==> src/rtl/uart_rx_fifo.sv <==
// Oversampling UART receiver with 3-sample majority voting, parity/framing flags
// and a show-ahead receive FIFO with sticky overrun.
module uart_rx_fifo #(
    parameter int DATA_BITS  = 8,
    parameter int OVERSAMPLE = 8,
    parameter int PARITY     = 0,
    parameter int FIFO_DEPTH = 4
) (
    input  logic                          clk,
    input  logic                          rst,
    input  logic                          en_rx,
    input  logic                          rxd,
    input  logic                          rd,
    input  logic                          clr_ovr,
    output logic [DATA_BITS-1:0]          d_out,
    output logic [1:0]                    err_out,
    output logic                          rs,
    output logic [$clog2(FIFO_DEPTH):0]   count,
    output logic                          overrun,
    output logic                          IRQ
);
    localparam int HALF = OVERSAMPLE / 2;
    localparam int TW   = $clog2(OVERSAMPLE);
    localparam int AW   = $clog2(FIFO_DEPTH);
    localparam int CW   = AW + 1;
    localparam int EW   = DATA_BITS + 2;

    localparam logic [TW-1:0] T_S0   = TW'(HALF - 1);
    localparam logic [TW-1:0] T_S1   = TW'(HALF);
    localparam logic [TW-1:0] T_DEC  = TW'(HALF + 1);
    localparam logic [TW-1:0] T_LAST = TW'(OVERSAMPLE - 1);
    localparam logic [3:0]    B_LAST = 4'(DATA_BITS);
    localparam logic [CW-1:0] C_FULL = CW'(FIFO_DEPTH);

    typedef enum logic [2:0] {IDLE, START, DATA, PAR, STOP, BRK} state_t;

    function automatic logic majority3(input logic a, input logic b, input logic c);
        return (a & b) | (a & c) | (b & c);
    endfunction

    function automatic logic parity_error(input logic [DATA_BITS-1:0] data, input logic pbit);
        logic x;
        x = (^data) ^ pbit;
        return (PARITY == 1) ? ~x : x;
    endfunction

    logic [1:0]           sync_r;
    logic                 rx_s;
    state_t               state_r;
    logic [TW-1:0]        tick_r;
    logic [3:0]           bit_cnt_r;
    logic [1:0]           samp_r;
    logic [DATA_BITS-1:0] shift_r;
    logic                 par_err_r;

    logic [EW-1:0]        mem_r [FIFO_DEPTH];
    logic [AW-1:0]        wr_ptr_r;
    logic [AW-1:0]        rd_ptr_r;
    logic [CW-1:0]        count_r;
    logic                 overrun_r;

    logic                 dec_s;
    logic                 wrap_s;
    logic                 maj_s;
    logic                 push_s;
    logic [EW-1:0]        push_data_s;
    logic                 pop_s;
    logic                 full_s;
    logic                 wr_s;
    logic                 ovf_s;
    logic [EW-1:0]        head_s;

    assign rx_s        = sync_r[1];
    assign dec_s       = en_rx && (tick_r == T_DEC);
    assign wrap_s      = (tick_r == T_LAST);
    assign maj_s       = majority3(samp_r[0], samp_r[1], rx_s);
    assign push_s      = dec_s && (state_r == STOP);
    assign push_data_s = {par_err_r, ~maj_s, shift_r};
    assign pop_s       = rd && (count_r != {CW{1'b0}});
    assign full_s      = (count_r == C_FULL);
    assign wr_s        = push_s && (!full_s || pop_s);
    assign ovf_s       = push_s && full_s && !pop_s;
    assign head_s      = mem_r[rd_ptr_r];

    // Two-flop synchroniser for the asynchronous serial input, idling high.
    always_ff @(posedge clk or posedge rst) begin
        if (rst) begin
            sync_r <= 2'b11;
        end else begin
            sync_r <= {sync_r[0], rxd};
        end
    end

    // Receive FSM: tick counting, majority sampling, shifting and flag capture.
    always_ff @(posedge clk or posedge rst) begin
        if (rst) begin
            state_r   <= IDLE;
            tick_r    <= '0;
            bit_cnt_r <= 4'd0;
            samp_r    <= 2'b11;
            shift_r   <= '0;
            par_err_r <= 1'b0;
        end else if (en_rx) begin
            if (tick_r == T_S0) samp_r[0] <= rx_s;
            if (tick_r == T_S1) samp_r[1] <= rx_s;
            case (state_r)
                IDLE: begin
                    if (!rx_s) begin
                        state_r   <= START;
                        tick_r    <= TW'(1);
                        bit_cnt_r <= 4'd0;
                        par_err_r <= 1'b0;
                    end
                end
                BRK: begin
                    tick_r <= '0;
                    if (rx_s) state_r <= IDLE;
                end
                default: begin
                    tick_r <= wrap_s ? '0 : tick_r + TW'(1);
                    case (state_r)
                        START: begin
                            if (dec_s && maj_s) begin
                                state_r <= IDLE;
                                tick_r  <= '0;
                            end else if (wrap_s) begin
                                state_r <= DATA;
                            end
                        end
                        DATA: begin
                            if (dec_s) begin
                                shift_r   <= {maj_s, shift_r[DATA_BITS-1:1]};
                                bit_cnt_r <= bit_cnt_r + 4'd1;
                            end
                            if (wrap_s && (bit_cnt_r == B_LAST)) begin
                                state_r <= (PARITY != 0) ? PAR : STOP;
                            end
                        end
                        PAR: begin
                            if (dec_s) par_err_r <= parity_error(shift_r, maj_s);
                            if (wrap_s) state_r <= STOP;
                        end
                        STOP: begin
                            // Leave on the decision tick so a following start bit is caught early.
                            if (dec_s) begin
                                state_r <= maj_s ? IDLE : BRK;
                                tick_r  <= '0;
                            end
                        end
                        default: begin
                            state_r <= IDLE;
                            tick_r  <= '0;
                        end
                    endcase
                end
            endcase
        end
    end

    // Receive FIFO storage, pointers, occupancy and sticky overrun.
    always_ff @(posedge clk or posedge rst) begin
        if (rst) begin
            for (int i = 0; i < FIFO_DEPTH; i++) mem_r[i] <= '0;
            wr_ptr_r  <= '0;
            rd_ptr_r  <= '0;
            count_r   <= '0;
            overrun_r <= 1'b0;
        end else begin
            if (wr_s) begin
                mem_r[wr_ptr_r] <= push_data_s;
                wr_ptr_r        <= wr_ptr_r + AW'(1);
            end
            if (pop_s) rd_ptr_r <= rd_ptr_r + AW'(1);
            case ({wr_s, pop_s})
                2'b10:   count_r <= count_r + CW'(1);
                2'b01:   count_r <= count_r - CW'(1);
                default: count_r <= count_r;
            endcase
            if (ovf_s) begin
                overrun_r <= 1'b1;
            end else if (clr_ovr) begin
                overrun_r <= 1'b0;
            end
        end
    end

    // Show-ahead head presentation, forced to zero while empty.
    always_comb begin
        if (count_r != {CW{1'b0}}) begin
            d_out   = head_s[DATA_BITS-1:0];
            err_out = head_s[EW-1:EW-2];
        end else begin
            d_out   = '0;
            err_out = 2'b00;
        end
    end

    assign rs      = (count_r != {CW{1'b0}});
    assign count   = count_r;
    assign overrun = overrun_r;
    assign IRQ     = rs | overrun_r;

endmodule

==> config.mk <==
export PLATFORM = sky130hd
export DESIGN_NAME = uart_rx_fifo
export DESIGN_NICKNAME = d
export VERILOG_FILES = /design/src/rtl/uart_rx_fifo.sv
export SDC_FILE = /design/constraint.sdc
export NUM_CORES = 1
export LEC_CHECK = 0
export ABC_AREA = 1
export CORE_MARGIN = 1.5
export CORE_UTILIZATION = 40
export DETAILED_ROUTE_END_ITERATION = 16
export SLEW_MARGIN = 5
export SYNTH_ARGS = -nofsm -noshare
export SYNTH_HDL_FRONTEND = slang
export SYNTH_SLANG_ARGS = --single-unit
==> constraint.sdc <==
create_clock -name clk -period 4.3 [get_ports clk]
set_input_delay 1.075 -clock clk [delete_from_list [all_inputs] [get_ports clk]]
set_output_delay 1.075 -clock clk [all_outputs]
set_load 0.005 [all_outputs]
==> results.py <==
metrics = {
    "outcome": {
        "run_status": "completed",
    },
    "power_and_ir_drop": {
        "vdd.ir_drop.worst_uv": 214,
        "cellLeakagePower_nw": 2.16,
        "power.density_cell_area_nw_per_um2": 541,
    },
    "synth": {
        "main_combinational_cell_family_by_area_after_synthesis": "simple AND/OR/NAND/NOR gates",
        "synth-xor-area-share_pct": 1.37,
        "synthMostInstantiatedCell": "sky130_fd_sc_hd__nand2_1",
        "postSynthAreaPerCell_um2": 8.07,
        "most_used_standard_cells_in_the_synthesized_netlist": "sky130_fd_sc_hd__nand2_1 (132), sky130_fd_sc_hd__dfrtp_1 (67), sky130_fd_sc_hd__inv_1 (64)",
        "synth_seq_cells": 71,
        "synth-compound-area-share_pct": 17.2,
        "synth_top_area_share_pct": 43.6,
        "netlist_instances": 476,
        "ys.flop_type": "sky130_fd_sc_hd__dfrtp_1",
        "synth.top_cells.by_area": "sky130_fd_sc_hd__dfrtp_1 (44%), sky130_fd_sc_hd__nand2_1 (13%), sky130_fd_sc_hd__o21ai_0 (7.7%)",
        "yosys.area.top_type": "sky130_fd_sc_hd__dfrtp_1",
        "synth_edf_count": 0,
        "synth.cell_area_um2": 3840,
        "proportion_of_synthesized_area_in_mux_cells_pct": 0,
        "synth-seq-area-share_pct": 46.4,
        "share_of_synthesized_registers_carrying_an_async_set_or_reset_pct": 100,
        "synth_simple_gate_area_share_pct": 21.7,
        "yosys_warnings": 0,
        "yosys.cell_types.count": 36,
        "post_synth_fa_ha_maj_area_fraction_pct": 4.10,
        "syn-num-nets": 494,
    },
    "worst_setup_path": {
        "timing.critical_path.from": "rd_ptr_r[0]",
        "critical_path_required_ps": 3220,
        "r2r-start": "tick_r[0]",
        "start_kind": "register",
        "timing.critical_path.to_type": "output port",
        "worst-endpoint-arrival_ps": 2410,
        "worst-path-max-fanout": 24,
        "critical_path_start_end_classification": "reg2out",
    },
    "clock_tree": {
        "cts-buffers-inserted": 9,
        "cts.repair_timing.setup_buffer_count": 0,
        "hold_buf_cts": 0,
        "clock_insertion_delay_worst_skew_ps": 350,
        "path_clk_slew_ps": 70,
        "tritoncts": "done",
        "cts_root_buffer": "sky130_fd_sc_hd__clkbuf_8",
        "h-tree-depth": 3,
        "numClockSinks": 71,
        "cts_max_path_buffers": 2,
        "cts.repair.resized": 0,
    },
    "timing": {
        "finalMaxSlewViolations": 0,
        "min_period_ps": 3480,
        "final-hold-violation-count": 0,
        "setup_total_negative_slack_ps": 0,
        "skew_final_ps": 10.5,
        "worst_pin_slew_ps": 851,
        "layout_worst_path_cycle_share_pct": 81.0,
        "postLayoutSetupSlackWorst_ps": 819,
        "rsz0062_at_grt": "false",
        "timing.fmax_mhz": 287,
        "report.final.setup_viol": 0,
        "slew-limit-headroom_pct": 42.6,
    },
    "routing": {
        "wire_per_inst_um": 12.7,
        "vias": 3030,
        "antenna_left": 0,
        "drcViolationCount": 0,
        "finalWirelength_mm": 8.00,
        "detail_route.vias_per_cell": 4.82,
        "drtPass1Iterations": 4,
        "dr.first_iter.drc_count": 152,
    },
    "global_routing": {
        "gr-total-overflow": 0,
        "number_of_global_route_vias_before_repair": 2942,
        "initial_antenna_violation_count": 0,
        "global_route_wire_length_before_repair_mm": 13.8,
        "groute.usage.overall_pct": 17.5,
        "grt_max_degree": 32,
    },
    "floorplanning": {
        "io_pins": 22,
        "die_h_um": 101,
        "num_rows": 35,
        "core_area_um2": 9280,
        "floorplan.initialDensity_pct": 41.4,
        "design.die.area_um2": 10200,
        "floorplan.die.width_um": 101,
    },
    "cells_and_area": {
        "area_delta_synth_final_pct": 13.2,
        "post_route_cells_drive_above_1_share_pct": 7.62,
        "layout.nets": 512,
        "antenna_cells_inserted": 0,
    },
    "run": {
        "maxCapViolations": 0,
    },
    "placed_design": {
        "routabilityCongestion": 0.780,
        "preCtsSetupSlack_ps": 1210,
        "dp.final_hpwl_mm": 5.76,
        "count_of_buffers_inserted_at_the_top_level_ports": 21,
    },
    "worst_hold_path": {
        "holdCritPathClass": "reg2reg",
        "holdCritStartpoint": "sync_r[0]",
    },
}
==> through the flow <==
step	total power (W)	hold slack, ps	std cells	area [um^2]	utilization (%)
final	0.00235	359	628	4350	46.9
after detailed placement	0.00177	350	612	4130	44.5
after global routing	0.00255	366	628	4350	46.9
after CTS	0.00238	361	628	4350	46.9
after global placement	0.00175	351	612	4130	44.5
after floorplan	0.00142	345	476	3840	-
==> logic make-up (layout without fill, tap and decap cells) <==
logic type,count (synthesis),count (layout)
AND/OR/NAND/NOR,186,186
AO/OA/AOI/OAI,117,117
buffers and inverters,84,107
flip-flops,71,71
adder cells (fa/ha/maj),12,12
XOR/XNOR,6,6
==> state kept, by name, indices dropped and copies added, names as in the netlist <==
signal and flops:
mem_r 40, shift_r 8, bit_cnt_r 4, count 3, state_r 3, tick_r 3, rd_ptr_r 2, samp_r 2
sync_r 2, wr_ptr_r 2, overrun 1, par_err_r 1
==> layout by cell type, fill, tap and decap left out, drive strengths merged, types with 3 or more instances in the layout <==
cell type	synthesis	final
nand3	18	18
a21oi	32	32
clkbuf	6	11
nor2	31	31
dfrtp	67	67
nand2	135	135
a31oi	3	3
inv	67	67
o21a	18	18
o21ai	60	60
clkdlybuf4s50	0	21
clkinv	1	3
dfstp	4	4
xor2	5	5
ha	11	11
==> layout make-up <==
| cell class | count | area (um^2) |
|---|---|---|
| clock inverters | 5 | 81.3 |
| multi-input cells | 321 | 1700 |
| repair buffers | 23 | 225 |
| clock buffers | 11 | 141 |
| inverters | 68 | 255 |
| well taps | 129 | 161 |
| flip-flops and latches | 71 | 1780 |
| fillers | 917 | 4930 |
==> power breakdown <==
part	internal (W)	switching, W	total (W)	leakage, nW
logic	0.000385	0.000464	0.000849	1.21
clock network	0.000343	0.000259	0.000602	0.110
registers	0.000773	0.000130	0.000903	0.841
total	0.00150	0.000853	0.00235	2.16
==> routing by layer <==
layer  track usage [%]  vias up  part of all wire (%)
met1              23.9     1414                    50
met4              5.88        0                   1.3
met3              4.02        9                   4.1
li1                  -     1548                     -
met5                 0        -                     0
met2              27.7       59                    45
==> worst max-delay path, cell delays in order, from the launching register on <==
cell and delay, ps:
sky130_fd_sc_hd__dfrtp_1 760, sky130_fd_sc_hd__inv_2 290, sky130_fd_sc_hd__a21oi_1 230, sky130_fd_sc_hd__o21ai_0 110, sky130_fd_sc_hd__a21oi_1 130, sky130_fd_sc_hd__clkdlybuf4s50_1 530
==> worst paths after layout <==
path	endpoint	slack [ps]	cells past startpoint
max	d_out[2]	820	5
min	sync_r[1]	360	0
max reg2reg	count[2]	2360	12
min reg2reg	sync_r[1]	360	0
max in group asynchronous	mem_r[33]	2410	3
min in group asynchronous	shift_r[2]	1080	2
No activity file was read; power rests on OpenSTA's default activity.
